==> src/rtl/multicycle_main_control.sv <==
// Main control FSM for the multicycle datapath (Moore-style).
// Sequences each instruction through fetch/decode/execute/memory/writeback
// and drives every datapath enable and mux select.
// Optional feature: define MULTICYCLE_ADDI_EN to support addi (opcode 001000).
module multicycle_main_control (
    input  logic       clk,
    input  logic       rst_n,
    input  logic [5:0] opcode,
    input  logic       mem_ready,
    output logic [1:0] aluop,
    output logic       alusrca,
    output logic [1:0] alusrcb,
    output logic [1:0] pcsource,
    output logic       pcwrite,
    output logic       pcwritecond,
    output logic       iord,
    output logic       memread,
    output logic       memwrite,
    output logic       irwrite,
    output logic       memtoreg,
    output logic       regdst,
    output logic       regwrite,
    output logic       illegal_op,
    output logic [3:0] state_o
);

    localparam logic [3:0] FETCH  = 4'd0;
    localparam logic [3:0] DECODE = 4'd1;
    localparam logic [3:0] MEMADR = 4'd2;
    localparam logic [3:0] MEMRD  = 4'd3;
    localparam logic [3:0] MEMWB  = 4'd4;
    localparam logic [3:0] MEMWR  = 4'd5;
    localparam logic [3:0] EXEC   = 4'd6;
    localparam logic [3:0] ALUWB  = 4'd7;
    localparam logic [3:0] BRANCH = 4'd8;
    localparam logic [3:0] JUMP   = 4'd9;
`ifdef MULTICYCLE_ADDI_EN
    localparam logic [3:0] ADDIEX = 4'd10;
    localparam logic [3:0] ADDIWB = 4'd11;
`endif

    localparam logic [5:0] OP_RTYPE = 6'b000000;
    localparam logic [5:0] OP_LW    = 6'b100011;
    localparam logic [5:0] OP_SW    = 6'b101011;
    localparam logic [5:0] OP_BEQ   = 6'b000100;
    localparam logic [5:0] OP_J     = 6'b000010;
`ifdef MULTICYCLE_ADDI_EN
    localparam logic [5:0] OP_ADDI  = 6'b001000;
`endif

    logic [3:0] state_q, state_d;

    // State register; reset forces FETCH immediately.
    always_ff @(posedge clk or negedge rst_n) begin
        if (!rst_n) begin
            state_q <= FETCH;
        end else begin
            state_q <= state_d;
        end
    end

    // Next-state logic; unused encodings fall back to FETCH.
    always_comb begin
        state_d = FETCH;
        case (state_q)
            FETCH:  state_d = mem_ready ? DECODE : FETCH;
            DECODE: begin
                case (opcode)
                    OP_RTYPE:     state_d = EXEC;
                    OP_LW, OP_SW: state_d = MEMADR;
                    OP_BEQ:       state_d = BRANCH;
                    OP_J:         state_d = JUMP;
`ifdef MULTICYCLE_ADDI_EN
                    OP_ADDI:      state_d = ADDIEX;
`endif
                    default:      state_d = FETCH;
                endcase
            end
            MEMADR: begin
                if (opcode == OP_LW) begin
                    state_d = MEMRD;
                end else if (opcode == OP_SW) begin
                    state_d = MEMWR;
                end else begin
                    state_d = FETCH;
                end
            end
            MEMRD:  state_d = mem_ready ? MEMWB : MEMRD;
            MEMWB:  state_d = FETCH;
            MEMWR:  state_d = mem_ready ? FETCH : MEMWR;
            EXEC:   state_d = ALUWB;
            ALUWB:  state_d = FETCH;
            BRANCH: state_d = FETCH;
            JUMP:   state_d = FETCH;
`ifdef MULTICYCLE_ADDI_EN
            ADDIEX: state_d = ADDIWB;
            ADDIWB: state_d = FETCH;
`endif
            default: state_d = FETCH;
        endcase
    end

    // Moore outputs per state; irwrite/pcwrite/illegal_op also look at inputs.
    always_comb begin
        aluop       = 2'b00;
        alusrca     = 1'b0;
        alusrcb     = 2'b00;
        pcsource    = 2'b00;
        pcwrite     = 1'b0;
        pcwritecond = 1'b0;
        iord        = 1'b0;
        memread     = 1'b0;
        memwrite    = 1'b0;
        irwrite     = 1'b0;
        memtoreg    = 1'b0;
        regdst      = 1'b0;
        regwrite    = 1'b0;
        illegal_op  = 1'b0;
        case (state_q)
            FETCH: begin
                memread = 1'b1;
                alusrcb = 2'b01;
                irwrite = mem_ready;
                pcwrite = mem_ready;
            end
            DECODE: begin
                // Branch target is precomputed while the opcode decodes.
                alusrcb = 2'b11;
                case (opcode)
                    OP_RTYPE, OP_LW, OP_SW, OP_BEQ, OP_J: illegal_op = 1'b0;
`ifdef MULTICYCLE_ADDI_EN
                    OP_ADDI: illegal_op = 1'b0;
`endif
                    default: illegal_op = 1'b1;
                endcase
            end
            MEMADR: begin
                alusrca = 1'b1;
                alusrcb = 2'b10;
            end
            MEMRD: begin
                memread = 1'b1;
                iord    = 1'b1;
            end
            MEMWB: begin
                regwrite = 1'b1;
                memtoreg = 1'b1;
            end
            MEMWR: begin
                memwrite = 1'b1;
                iord     = 1'b1;
            end
            EXEC: begin
                alusrca = 1'b1;
                aluop   = 2'b10;
            end
            ALUWB: begin
                regwrite = 1'b1;
                regdst   = 1'b1;
            end
            BRANCH: begin
                alusrca     = 1'b1;
                aluop       = 2'b01;
                pcwritecond = 1'b1;
                pcsource    = 2'b01;
            end
            JUMP: begin
                pcwrite  = 1'b1;
                pcsource = 2'b10;
            end
`ifdef MULTICYCLE_ADDI_EN
            ADDIEX: begin
                alusrca = 1'b1;
                alusrcb = 2'b10;
            end
            ADDIWB: begin
                regwrite = 1'b1;
            end
`endif
            default: begin
            end
        endcase
    end

    assign state_o = state_q;

endmodule

==> config.mk <==
export PLATFORM = sky130hd
export DESIGN_NAME = multicycle_main_control
export DESIGN_NICKNAME = d
export VERILOG_FILES = /design/src/rtl/multicycle_main_control.sv
export SDC_FILE = /design/constraint.sdc
export NUM_CORES = 1
export LEC_CHECK = 0
export ABC_AREA = 1
export CAP_MARGIN = 25
export CORE_AREA = 3 3 40 42
export DETAILED_ROUTE_END_ITERATION = 6
export DIE_AREA = 0 0 43 45
export PLACE_DENSITY = 0.75
export SYNTH_ARGS = -nofsm -noshare
export SYNTH_HDL_FRONTEND = slang
export SYNTH_SLANG_ARGS = --single-unit
==> constraint.sdc <==
create_clock -name clk -period 2.1 [get_ports clk]
set_clock_uncertainty 0.15 [all_clocks]
set_input_delay 0.42 -clock clk [delete_from_list [all_inputs] [get_ports clk]]
set_output_delay 0.42 -clock clk [all_outputs]
set_load 0.02 [all_outputs]
==> flow_summary.rst <==
.. list-table::
   :header-rows: 1

   * - Metric
     - Value
   * - Type of element capturing the critical path
     - primary output
   * - Placement-stage cell area
     - 825.8 µm²
   * - Category of the critical setup timing path
     - in2out
   * - Worst EP arrival
     - 1.46 ns
   * - Number of pins exceeding their max-slew limit in the final report
     - 0
   * - Placement Rows
     - 13
   * - Number of buffer cells added on primary ports
     - 29
   * - Root Buffer Master
     - sky130_fd_sc_hd__clkbuf_4
   * - Final nets
     - 129
   * - Starting DRC count in detailed routing
     - 9
   * - H-tree lvl count
     - 1
   * - Final design area excluding fillers
     - 822.0 µm²
   * - Final weighted congestion of routability-driven global placement
     - 0.8115
   * - Min Clock Period, post-route
     - 2.033 ns
   * - Setup WS pre-CTS
     - -0.3846 ns
   * - Slowest stage cell, crit path
     - sky130_fd_sc_hd__clkdlybuf4s50_1
   * - Detailed Routing Iterations Pass 1
     - 4
   * - Number of clock sinks
     - 4
   * - Floorplan die width
     - roughly 43 µm
   * - Max cap viols
     - 0
   * - Max Fclk
     - 491.8 MHz
   * - Type of element launching the critical path
     - primary input
   * - Wire per inst
     - 10.23 µm
   * - Synth Net Count
     - slightly below 90
   * - Final wirelength
     - 1361 µm
   * - Net Switching
     - between 100 and 150 µW
   * - Max rail drop VDD
     - roughly 270 µV
   * - Capture point of the worst reg-to-reg path
     - state_o[0]
   * - CTS max path bufs
     - 2
   * - Die outline height
     - 45 µm
   * - Initial standard-cell utilization of the core
     - 35.83%
   * - Top-level I/O count
     - 30
   * - Core area
     - 1285 µm²
   * - Register bit total from synthesis
     - 4
   * - Clock-pin slew on the worst setup and hold paths
     - 0.04 ns
   * - Slowest cell delay on critical path
     - ~0.48 ns
   * - Final count of hold timing violations
     - 0
   * - Final antenna diode count
     - 0
   * - Syn-to-layout area delta
     - 78.53%
   * - Worst min path class
     - in2async
   * - Distinct cells, synth
     - 18
   * - Clock power share
     - 30.8%
   * - Hold_buf cts
     - 0
   * - Most frequent standard cell in the layout excluding fill and tap cells
     - sky130_fd_sc_hd__nor2_1
   * - Number of setup violations in the final report
     - 0
   * - CP Max Fanout
     - 3
   * - Total Neg Setup Slack
     - 0 ns
   * - Combined area of all synthesized cells
     - 460.4 µm²
   * - Outcome
     - complete, no violations
   * - Worst reg-to-reg path cell count
     - 6
   * - Gate power share
     - 40.6%
   * - Sequential fraction of the synthesis area
     - 21.74%
   * - Number of remaining DRC errors
     - 0
   * - Required arrival time at the worst endpoint
     - 1.53 ns
   * - Measured slew at the worst slew-check pin
     - 0.2357 ns
   * - Maximum number of pins on one net before global-route repair
     - 8
   * - Setup repair after global routing missed its margin
     - false
   * - Number of instances in the synthesized netlist
     - 78
   * - Flip-flop count of the largest register after layout
     - 4
   * - Total die area
     - 1935 µm²
   * - Number of buffers added by the clock tree synthesis step
     - 3
   * - Post-CTS setup buffers
     - 0
   * - Clock Latency Late Sink
     - roughly 0.23 ns
   * - Leading cell types in the layout, fill and taps excluded
     - sky130_fd_sc_hd__nor2_1 (17), sky130_fd_sc_hd__nand2_1 (13), sky130_fd_sc_hd__buf_4 (11)
   * - Cell internal power dissipation
     - 197.0 µW
   * - Global-route wire length before repair
     - roughly 2300 µm
   * - HPWL after DPL
     - ~1200 µm
   * - Via total after detailed routing
     - around 620
   * - Number of antenna violations at the first check in global routing
     - 0
   * - Setup slack of the critical path after layout
     - around 0.067 ns
   * - Tightest slew margin relative to the limit
     - 84.29%
   * - Detail Route Antenna Nets
     - 0
   * - Total global-route track usage
     - 15.20%
   * - Fraction of layout cells with a size suffix above 1
     - a little under a third
   * - GR Overflow Total
     - 0
   * - Mean instance size in the synthesized netlist
     - 5.903 µm²
   * - Power Dens Cells
     - between 300 and 400 nW/µm²
   * - Portion of the clock cycle consumed by the worst path in the final layout
     - ~97%
   * - Worst path cell trace
     - clkdlybuf4s50_1 > nand3_1 > o21ai_0 > dlygate4sd2_1
   * - Share of total power consumed by net switching
     - about a third
   * - Number of global-route vias before repair
     - 593
   * - Part of the power in registers
     - between 20% and 30%
   * - Via density
     - 4.654
   * - Count of synthesis-stage warnings from yosys
     - 0
   * - R2R Setup Slk
     - 0.84 ns
   * - Startpoint of the worst register-to-register path
     - state_o[3]
   * - Leakage
     - about 0.47 nW
   * - CTS tree
     - done
[critical path: cells and delay by family]
| kind | cells | cell delay [ns] |
|---|---|---|
| AO/OA/AOI/OAI | 1 | 0.09 |
| AND/OR/NAND/NOR | 1 | 0.13 |
| buffers and inverters | 2 | 0.83 |
[routing by layer]
layer	routed length, µm	vias up	track usage (%)
met5	0	-	0
met4	14	0	5.422
met3	58	2	1.195
met2	727	17	28.74
met1	561	275	18.00
li1	-	325	-
[power by group through the flow]
stage          logic [mW]  registers, mW  clock network (mW)
2_1_floorplan      0.0569         0.0886                   0
3_3_place_gp        0.128         0.0854                   0
3_5_place_dp        0.129         0.0856                   0
4_1_cts             0.120         0.0847              0.0965
5_1_grt             0.132         0.0854               0.104
6_report            0.121         0.0848              0.0916
[final cells by class]
class	count	area, µm²
Multi-Input combinational cell	59	304.0
Sequential cell	4	100.1
Timing Repair Buffer	39	326.6
Fill cell	126	462.9
Tap cell	15	18.77
Clock buffer	3	22.52
Inverter	13	50.05
[Yosys cell counts]
master,count,area [µm²]
sky130_fd_sc_hd__dfrtp_1,4,100.1
sky130_fd_sc_hd__nand2_1,13,48.80
sky130_fd_sc_hd__inv_1,9,33.78
sky130_fd_sc_hd__o21ai_0,2,10.01
sky130_fd_sc_hd__nand2_2,2,12.51
sky130_fd_sc_hd__nor2_4,2,22.52
sky130_fd_sc_hd__clkinv_2,1,5.000
sky130_fd_sc_hd__buf_4,1,7.510
sky130_fd_sc_hd__nand3_2,2,20.02
sky130_fd_sc_hd__nand3_1,7,35.03
sky130_fd_sc_hd__nand3b_1,1,7.510
sky130_fd_sc_hd__a21oi_1,3,15.01
sky130_fd_sc_hd__nor2_2,3,18.77
sky130_fd_sc_hd__o211ai_1,1,7.510
sky130_fd_sc_hd__nor2_1,20,75.07
sky130_fd_sc_hd__buf_6,1,11.26
sky130_fd_sc_hd__nand4_1,3,18.77
sky130_fd_sc_hd__inv_2,3,11.26
[per-stage QoR]
step	instances	hold WS (ns)	power, mW	utilization [%]
floorplan	78	-0.02559	0.1455	-
global placement	130	0.4822	0.2130	64.26
detailed placement	130	0.4786	0.2143	64.26
CTS	133	0.2314	0.3012	64.46
global route	133	0.2402	0.3215	63.97
finish	133	0.2348	0.2971	63.97
[cell families (layout without fill, tap and decap cells)]
kind of cell,count (synthesis),after routing,share of synthesized area [%]
buffers and inverters,15,55,14.94
and+or+nand+nor,53,53,56.25
DFF,4,4,21.74
AOI/OAI and AO/OA,6,6,7.065
[worst max path at each step]
| stage | depth (start not counted) | end | from |
|---|---|---|---|
| after CTS | 4 | iord | state_o[3] |
| after detailed placement | 6 | illegal_op | opcode[1] |
| final | 4 | pcwrite | mem_ready |
| after floorplan | 5 | aluop[0] | state_o[1] |
| after global routing | 6 | illegal_op | opcode[4] |
| after global placement | 6 | illegal_op | opcode[3] |
[timing repair]
item	4_1_cts	5_1_grt
cloned	0	0
pin swaps	0	2
gates resized for setup	22	23
setup endpoints to repair	17	10
endpoints found under the hold margin	0	0
No activity file was read; power rests on OpenSTA's default activity.
